## src/rtl/sig_frame_decoder_if.sv

```systemverilog
// Stream bundle for the frame decoder: word input side and payload FIFO output side.
// The decoder takes the slave view; the producer/consumer pair takes the master view.
interface sig_frame_decoder_if #(
    parameter int DATA_W = 6
);
    logic              in_valid;
    logic              in_ready;
    logic [DATA_W+2:0] in_data;
    logic              out_valid;
    logic              out_ready;
    logic [DATA_W-1:0] out_data;
    logic              out_err;

    modport master (
        output in_valid, in_data, out_ready,
        input  in_ready, out_valid, out_data, out_err
    );

    modport slave (
        input  in_valid, in_data, out_ready,
        output in_ready, out_valid, out_data, out_err
    );
endinterface

```

## src/rtl/sig_frame_decoder.sv

```systemverilog
// Framed-symbol decoder: marker/parity checks, HUNT/SYNC lock tracking,
// show-ahead payload FIFO and a saturating bad-word counter.
//
// state   | meaning
// --------+---------------------------------------------------------------
// ST_HUNT | searching for lock; accepted words are checked and discarded
// ST_SYNC | locked; accepted words are pushed into the output FIFO
module sig_frame_decoder #(
    parameter int DATA_W = 6,
    parameter int DEPTH  = 4,
    parameter int LOCK_N = 3,
    parameter int LOSS_N = 2,
    parameter int CNT_W  = 8
) (
    input  logic                 clk,
    input  logic                 rst_n,
    sig_frame_decoder_if.slave   bus,
    input  logic [1:0]           i_mode,
    input  logic                 i_drop_err,
    input  logic                 i_err_clr,
    output logic                 o_locked,
    output logic [CNT_W-1:0]     o_err_count
);
    localparam int IN_W = DATA_W + 3;
    localparam int AW   = $clog2(DEPTH);
    localparam int CW   = AW + 1;
    localparam int GR_W = $clog2(LOCK_N + 1);
    localparam int BR_W = $clog2(LOSS_N + 1);

    localparam logic [0:0]      ST_HUNT   = 1'b0;
    localparam logic [0:0]      ST_SYNC   = 1'b1;
    localparam logic [CW-1:0]   FULL_CNT  = CW'(DEPTH);
    localparam logic [GR_W-1:0] LOCK_LAST = GR_W'(LOCK_N - 1);
    localparam logic [BR_W-1:0] LOSS_LAST = BR_W'(LOSS_N - 1);

    logic [0:0]        r_state;
    logic [GR_W-1:0]   r_good_run;
    logic [BR_W-1:0]   r_bad_run;
    logic [DATA_W:0]   r_mem [DEPTH];
    logic [AW-1:0]     r_wr_ptr;
    logic [AW-1:0]     r_rd_ptr;
    logic [CW-1:0]     r_count;
    logic [CNT_W-1:0]  r_err_count;

    logic              w_marker_err;
    logic              w_parity_err;
    logic              w_bad;
    logic              w_full;
    logic              w_empty;
    logic              w_accept;
    logic              w_push;
    logic              w_pop;
    logic [DATA_W-1:0] w_payload;
    logic [DATA_W:0]   w_head;

    assign w_marker_err = !bus.in_data[IN_W-1] | !bus.in_data[0];
    assign w_parity_err = ^bus.in_data[IN_W-2:1];
    assign w_payload    = bus.in_data[IN_W-2:2];

    always_comb begin
        w_bad = 1'b0;
        case (i_mode)
            2'd0:    w_bad = 1'b0;
            2'd1:    w_bad = w_marker_err;
            default: w_bad = w_marker_err | w_parity_err;
        endcase
    end

    assign w_full   = (r_count == FULL_CNT);
    assign w_empty  = (r_count == '0);
    assign w_accept = bus.in_valid && bus.in_ready;
    assign w_push   = w_accept && (r_state == ST_SYNC) && !(w_bad && i_drop_err);
    assign w_pop    = bus.out_valid && bus.out_ready;

    // in_ready is gated by rst_n directly so it reads 0 throughout reset
    assign bus.in_ready = rst_n && !w_full;

    always_ff @(posedge clk) begin
        if (!rst_n) begin
            r_state    <= ST_HUNT;
            r_good_run <= '0;
            r_bad_run  <= '0;
        end else if (w_accept) begin
            if (r_state == ST_HUNT) begin
                if (w_bad) begin
                    r_good_run <= '0;
                end else if (r_good_run == LOCK_LAST) begin
                    r_state    <= ST_SYNC;
                    r_good_run <= '0;
                    r_bad_run  <= '0;
                end else begin
                    r_good_run <= r_good_run + 1'b1;
                end
            end else begin
                if (!w_bad) begin
                    r_bad_run <= '0;
                end else if (r_bad_run == LOSS_LAST) begin
                    r_state    <= ST_HUNT;
                    r_good_run <= '0;
                    r_bad_run  <= '0;
                end else begin
                    r_bad_run <= r_bad_run + 1'b1;
                end
            end
        end
    end

    // Storage carries no reset; emptiness is tracked by r_count alone
    always_ff @(posedge clk) begin
        if (w_push) begin
            r_mem[r_wr_ptr] <= {w_bad, w_payload};
        end
    end

    always_ff @(posedge clk) begin
        if (!rst_n) begin
            r_wr_ptr <= '0;
            r_rd_ptr <= '0;
            r_count  <= '0;
        end else begin
            if (w_push) begin
                r_wr_ptr <= r_wr_ptr + 1'b1;
            end
            if (w_pop) begin
                r_rd_ptr <= r_rd_ptr + 1'b1;
            end
            case ({w_push, w_pop})
                2'b10:   r_count <= r_count + 1'b1;
                2'b01:   r_count <= r_count - 1'b1;
                default: r_count <= r_count;
            endcase
        end
    end

    always_ff @(posedge clk) begin
        if (!rst_n) begin
            r_err_count <= '0;
        end else if (i_err_clr) begin
            r_err_count <= '0;
        end else if (w_accept && w_bad && !(&r_err_count)) begin
            r_err_count <= r_err_count + 1'b1;
        end
    end

    assign w_head        = r_mem[r_rd_ptr];
    assign bus.out_valid = !w_empty;
    assign bus.out_data  = w_empty ? '0 : w_head[DATA_W-1:0];
    assign bus.out_err   = !w_empty && w_head[DATA_W];
    assign o_locked      = (r_state == ST_SYNC);
    assign o_err_count   = r_err_count;
endmodule

```

## src/flat_wrapper.sv

```systemverilog
// flat-port wrapper written by rule: the top's interface ports become plain ports
module sig_frame_decoder_flat 
#(
    parameter int DATA_W = 6,
    parameter int DEPTH  = 4,
    parameter int LOCK_N = 3,
    parameter int LOSS_N = 2,
    parameter int CNT_W  = 8
)
  (clk, rst_n, i_mode, i_drop_err, i_err_clr, o_locked, o_err_count, bus_in_valid, bus_in_data, bus_out_ready, bus_in_ready, bus_out_valid, bus_out_data, bus_out_err);
  sig_frame_decoder_if #(.DATA_W(DATA_W)) bus_i ();
  input  logic clk;
  input  logic rst_n;
  input  logic [1:0] i_mode;
  input  logic i_drop_err;
  input  logic i_err_clr;
  output logic o_locked;
  output logic [CNT_W-1:0] o_err_count;
  input wire logic [$bits(bus_i.in_valid)-1:0] bus_in_valid;
  input wire logic [$bits(bus_i.in_data)-1:0] bus_in_data;
  input wire logic [$bits(bus_i.out_ready)-1:0] bus_out_ready;
  output wire logic [$bits(bus_i.in_ready)-1:0] bus_in_ready;
  output wire logic [$bits(bus_i.out_valid)-1:0] bus_out_valid;
  output wire logic [$bits(bus_i.out_data)-1:0] bus_out_data;
  output wire logic [$bits(bus_i.out_err)-1:0] bus_out_err;
  assign bus_i.in_valid = bus_in_valid;
  assign bus_i.in_data = bus_in_data;
  assign bus_i.out_ready = bus_out_ready;
  assign bus_in_ready = bus_i.in_ready;
  assign bus_out_valid = bus_i.out_valid;
  assign bus_out_data = bus_i.out_data;
  assign bus_out_err = bus_i.out_err;
  sig_frame_decoder #(.DATA_W(DATA_W), .DEPTH(DEPTH), .LOCK_N(LOCK_N), .LOSS_N(LOSS_N), .CNT_W(CNT_W)) u_core (.clk(clk), .rst_n(rst_n), .bus(bus_i), .i_mode(i_mode), .i_drop_err(i_drop_err), .i_err_clr(i_err_clr), .o_locked(o_locked), .o_err_count(o_err_count));
endmodule
```

## config.mk

```make
export PLATFORM = sky130hd
export DESIGN_NAME = sig_frame_decoder_flat
export DESIGN_NICKNAME = d
export VERILOG_FILES = /design/src/rtl/sig_frame_decoder_if.sv /design/src/rtl/sig_frame_decoder.sv /design/src/flat_wrapper.sv
export SDC_FILE = /design/constraint.sdc
export NUM_CORES = 1
export LEC_CHECK = 0
export ABC_AREA = 1
export BUFFER_PORTS_ARGS = -buffer_cell sky130_fd_sc_hd__buf_2
export CAP_MARGIN = 25
export CORE_MARGIN = 2
export CORE_UTILIZATION = 55
export CTS_CLUSTER_DIAMETER = 40
export CTS_CLUSTER_SIZE = 10
export DETAILED_ROUTE_END_ITERATION = 8
export PLACE_DENSITY = 0.77
export REMOVE_ABC_BUFFERS = 1
export SYNTH_ARGS = -nofsm -noshare
export SYNTH_HDL_FRONTEND = slang
export SYNTH_SLANG_ARGS = --single-unit
```

## constraint.sdc

```tcl
create_clock -name clk -period 6 [get_ports clk]
set_input_delay 0.6 -clock clk [delete_from_list [all_inputs] [get_ports clk]]
set_output_delay 0.6 -clock clk [all_outputs]
set_load 0.005 [all_outputs]
```

# Word-level counts from Yosys, hierarchy flattened
# Memory sizes are Yosys's and may differ from the RTL's. A register that Yosys moved wholly into a read port is not among the register bits.
# Cells that the tools add are included.
# totals
wordCells	73
in_bits	17
mem_bits_rw	28
n_memories	1
regBits	20
out_inout_bits	18
# classes
n_reduce_logical	24
add_sub_neg	7
n_eq_ne	9
bitwise	3
n_mux	22
# mem_list
name	depth	word_bits	rd	rd_clocked_by_memory_dff	write_ports	line_no	rtl
u_core.r_mem	4	7	1	1	1	sig_frame_decoder.sv:39	logic [DATA_W:0] r_mem [DEPTH];
# op_table
op	count
2-bit two-way mux	12
1-bit logical AND	9
2-bit by 1-bit adder with 2-bit output (second input constant)	4
8-bit by 1-bit adder with 8-bit output (second input constant)	1
8-bit AND reduction	1
1-bit two-way mux	7
7-bit XOR reduction	1
2-bit by 1-bit == test with 1-bit output (second input constant)	3
1-bit logical NOT	6
6-bit two-way mux	1
3-bit one-hot mux with 2 select lines	1
3-bit AND reduction	2
2-bit == test (second input constant)	2
2-bit inequality test (second input constant)	2
2-bit nonzero test	2
3-bit by 1-bit adder with 3-bit output (second input constant)	1
3-bit == test (second input constant)	1
3-bit logical NOT	1
3-bit by 1-bit subtractor with 3-bit output (second input constant)	1
2-bit logical NOT	1
2-bit by 1-bit inequality test with 1-bit output (second input constant)	1
1-bit OR	2
1-bit one-hot mux with 2 select lines	1
2-bit OR reduction	1
1-bit inverter	1

# Longest topological paths before layout
# depth
ltp_word	9
depth_mapped	17
ltp_nobuf	17

# Worst setup path after synthesis
# OpenSTA, ideal clock, no wires.
# synth_timing
kind	input port to flip-flop
startpoint	in bus_in_data[7]
endpoint	reg u_core.r_count[2]
t_required_ps	5878
n_path_buf	0
stages	17
setup_time_ps	122
t_arrival_ps	2428
slack_ps	3450
path_cell_list	inv_1 > nand2_1 > nand2_1 > nand2_1 > nand2_1 > nand2_1 > nand3_2 > nand2_2 > nand2_1 > nand2_1 > ha_1 > inv_1 > fa_1 > a21oi_1 > o21ai_0 > o21ai_0 > a21oi_1
# synth_between
elab_chain_len	8
word_cells_on_any_way	10
classes_between	2 x eq/ne; 2 x mux; 1 x bitwise; 5 x reduce/logical
# synth_lines
element	line_no	rtl
start, declared	flat_wrapper.sv:20	input wire logic [$bits(bus_i.in_data)-1:0] bus_in_data;
7-bit XOR reduction (*)	sig_frame_decoder.sv:57	assign w_parity_err = ^bus.in_data[IN_W-2:1];
1-bit OR (*)	sig_frame_decoder.sv:65	default: w_bad = w_marker_err | w_parity_err;
1-bit one-hot mux with 2 select lines (*)	sig_frame_decoder.sv:62	case (i_mode)
1-bit logical AND (*)	sig_frame_decoder.sv:72	assign w_push = w_accept && (r_state == ST_SYNC) && !(w_bad && i_drop_err);
1-bit logical NOT (*)	sig_frame_decoder.sv:72	
1-bit logical AND (*)	sig_frame_decoder.sv:72	
2-bit by 1-bit == test with 1-bit output / 2-bit == test (equally long branches)	sig_frame_decoder.sv:127	case ({w_push, w_pop})
3-bit one-hot mux with 2 select lines / 2-bit nonzero test (equally long branches)	--	
end signal, assigned	sig_frame_decoder.sv:128	2'b10: r_count <= r_count + 1'b1;
end signal, assigned	sig_frame_decoder.sv:129	2'b01: r_count <= r_count - 1'b1;
end signal, assigned	sig_frame_decoder.sv:130	default: r_count <= r_count;
end, declared	sig_frame_decoder.sv:42	logic [CW-1:0] r_count;
# Mark *: on every way between the ends. The rest lies on a longest branch, timed or not.
# A chain may end at the register's enable or synchronous reset.

# Worst setup path in the final report
# Ends and elaborated chain as after synthesis.

==> impl_metrics.csv <==
group,metric,value,unit
power,switchingPower,131.8,uW
finish,layout.cells.most_common_list,"50 x nand2_1, 44 x nor2_1, 34 x buf_2",
detailed_routing,routed-via-count,1892,
worst_setup_path,cp_slowest_cell,"fa_1",
logic_synthesis,synth_seq_cells,50,
clock_tree,clk_pin_slew,90,ps
timing,tns,0,ps
logic_synthesis,synth-edff-count,28,
logic_synthesis,ys.flop_type,"edfxtp_1",
timing,rsz0062_at_grt,"false",
power,combPwrFrac,6.5,%
power,p_int,455.3,uW
power,pwr-share-seq,61.9,%
power,sw_frac_of_total,22.45,%
detailed_routing,drtAntennaViolNets,0,
logic_synthesis,synth.avg_cell_area,8.623,um2
floorplan,num_rows,23,
clock_tree,clock-sinks,50,
finish,drive_above_1_share,15.92,%
timing,finalClockSkew,3.546,ps
worst_setup_path,worst-path-buf-inv,3,
placement,io_buffers,34,
timing,whs,435.4,ps
detailed_routing,drtPass1Iterations,4,
worst_setup_path,path_common_cell,"nand2_1",
timing,worstMarginPinSlew,718.3,ps
finish,finalNetCount,337,
timing,max_freq,348.5,MHz
logic_synthesis,netlist_area,0.002389,mm2
timing,hold_violations,0,
clock_tree,clock_path_buffers,2,
logic_synthesis,ys_types,26,
power,ir_drop,0.0001443,V
finish,final_util,65.55,%
detailed_routing,vias_per_cell,5.198,
hold_path,hold_class,"register to register",
power,power.share.clock,31.6,%
clock_tree,cts_buffers,5,
floorplan,initial_utilization,58.45,%
detailed_routing,drtIter0Drc,135,
grt,grt_pass1_vias,1782,
finish,layout_commonest_cell,"nand2_1",
grt,grt_max_degree,18,
timing,setup_viol,0,
logic_synthesis,ys_warn_count,0,
worst_setup_path,cp_top_family,"simple AND/OR/NAND/NOR gates",
timing,timing.final.crit_period,2870,ps
worst_setup_path,crit_fanout,17,
grt,antenna_found_initial,0,
clock_tree,cts_resized,0,
logic_synthesis,syn_inst,277,
worst_setup_path,critical_path_arrival,3060,ps
clock_tree,cts_htree_levels,2,
clock_tree,cts_tree,"yes",
floorplan,die_y,69.90,um
logic_synthesis,ys_seq_area_share,53.64,%
worst_setup_path,crit_chain,"buf_2, inv_1, nand2_1, nand2_1, nand2_1, nand2_1, nand3_1, nand3_2, nand2_2, nand2_1, nand2_1, ha_1, inv_1, fa_1, a21oi_1, o21ai_0, o21ai_0, a21oi_1",
grt,grt_pass1_wl,8.004,mm
finish,n_fill_cell,330,
floorplan,dieArea,0.004886,mm2
power,powerDensity,219.2,mW/mm2
worst_setup_path,setup.worst_path.start_class,"input port",
logic_synthesis,async_flop_share,0,%
placement,dpl.hpwl,3.174,mm
worst_setup_path,cpPeakStageDelay,440,ps
detailed_routing,drt-total-wl,4.550,mm
detailed_routing,drc,0,
finish,area_growth,12.15,%
finish,ff_latch_area,0.001281,mm2
finish,multiInputGateArea,948.4,um2
floorplan,core,0.004086,mm2
worst_setup_path,setup.worst_path.class,"input port to register",
worst_setup_path,end_kind,"register",
floorplan,ioPinCount,35,
worst_setup_path,cp.required,6190,ps
power,p_leak,0.001122,uW
finish,diodes,0,
clock_tree,ctsHoldBuffers,0,
job,drv_cap,0,
clock_tree,clock_latency,290,ps
grt,grt_usage,20.55,%
timing,relSlewSlack,51.93,%
outcome,status,"finished, final reports clean",
floorplan,die_width,69.90,um
placement,place_congestion,0.8250,
grt,grt_overflow,0,
timing,finalMaxSlewViolations,0,
clock_tree,clock-root-buffer,"clkbuf_8",
detailed_routing,wire_per_inst,12.50,um
timing,finalCritPeriodShare,47.83,%
clock_tree,cts_setup_buffers,0,
## metal layers
metal | vias to the layer above | routed length (um) | GRT usage, %
met2 | 51 | 2222 | 35.56
met1 | 857 | 2088 | 25.78
li1 | 982 | - | -
met3 | 2 | 212 | 5.051
met4 | 0 | 26 | 5.342
met5 | - | 0 | 0
## through the flow
| stage | cells | cell area [um2] | total power (uW) | worst slack (ps) |
|---|---|---|---|---|
| final | 364 | 2679 | 587.2 | 3130 |
| after detailed placement | 356 | 2594 | 409.6 | 2839 |
| after global placement | 356 | 2594 | 408.6 | 2955 |
| after global routing | 364 | 2679 | 612.3 | 2792 |
| after floorplan | 272 | 2361 | 394.4 | 3323 |
| after CTS | 364 | 2679 | 593.2 | 3145 |
## worst reg2reg max path, stage by stage (launching register included)
cell and delay [ps]:
dfxtp_1 450, nand3_1 120, nand3_2 140, nor2_2 100
nand2_1 160, ha_1 170, inv_1 70, fa_1 440
a21oi_1 150, o21ai_0 110, o21ai_0 160, a21oi_1 60
## sequential cells by signal (all words and copies together) (netlist names), named ones only
| name | flops |
|---|---|
| u_core.r_good_run | 2 |
| u_core.r_mem | 28 |
| u_core.r_count | 3 |
| u_core.r_bad_run | 2 |
| u_core.r_wr_ptr | 2 |
| u_core.r_rd_ptr | 2 |
| u_core.o_locked | 1 |
| u_core.o_err_count | 8 |
## power groups by stage
stage	Clock, uW	Sequential [uW]	Combinational (uW)
global route	204	364	44.0
detailed placement	0	372	38.0
global placement	0	372	37.1
floorplan	0	372	22.9
finish	185	364	38.0
CTS	191	364	38.1
## final cells by class
type / count / share of cell area (%)
tap: 50 / 2.335
clock inverter: 3 / 0.6072
sequential: 50 / 47.83
inverter: 35 / 4.904
clock buffer: 5 / 2.569
timing repair buffer: 34 / 6.352
multi-input combinational: 187 / 35.40
## cells by family after synthesis
kind of cell | count (synthesis) | synth area share, %
flops | 50 | 53.64
fa+ha+maj | 7 | 3.981
simple gates | 126 | 22.73
buf+inv | 40 | 6.653
xor+xnor | 6 | 2.200
compound gates | 48 | 10.79
## cell usage after synthesis (2+ instances only)
library cell | n | area, um2
clkbuf_1 | 3 | 11.26
nand2_2 | 2 | 12.51
nand3_2 | 2 | 20.02
dfxtp_1 | 22 | 440.4
inv_1 | 33 | 123.9
o21ai_0 | 19 | 95.09
ha_1 | 6 | 75.07
xor2_1 | 2 | 17.52
nor3_1 | 2 | 10.01
xnor2_1 | 4 | 35.03
nand3_1 | 21 | 105.1
inv_2 | 2 | 7.510
nor2_1 | 44 | 165.2
nand2_1 | 50 | 187.7
edfxtp_1 | 28 | 840.8
nand4_1 | 2 | 12.51
a21oi_1 | 26 | 130.1
## path summary, 6_finish.rpt
kind / from / to / slack [ps] / cells after the start
max reg2reg: u_core.r_count[2] / u_core.r_count[2] / 3770 / 11
min reg2reg: u_core.r_bad_run[1] / u_core.r_bad_run[1] / 440 / 2
min: u_core.r_bad_run[1] / u_core.r_bad_run[1] / 440 / 2
max: bus_in_data[7] / u_core.r_count[2] / 3130 / 18
Note: power is estimated with default switching activity, not from simulation.
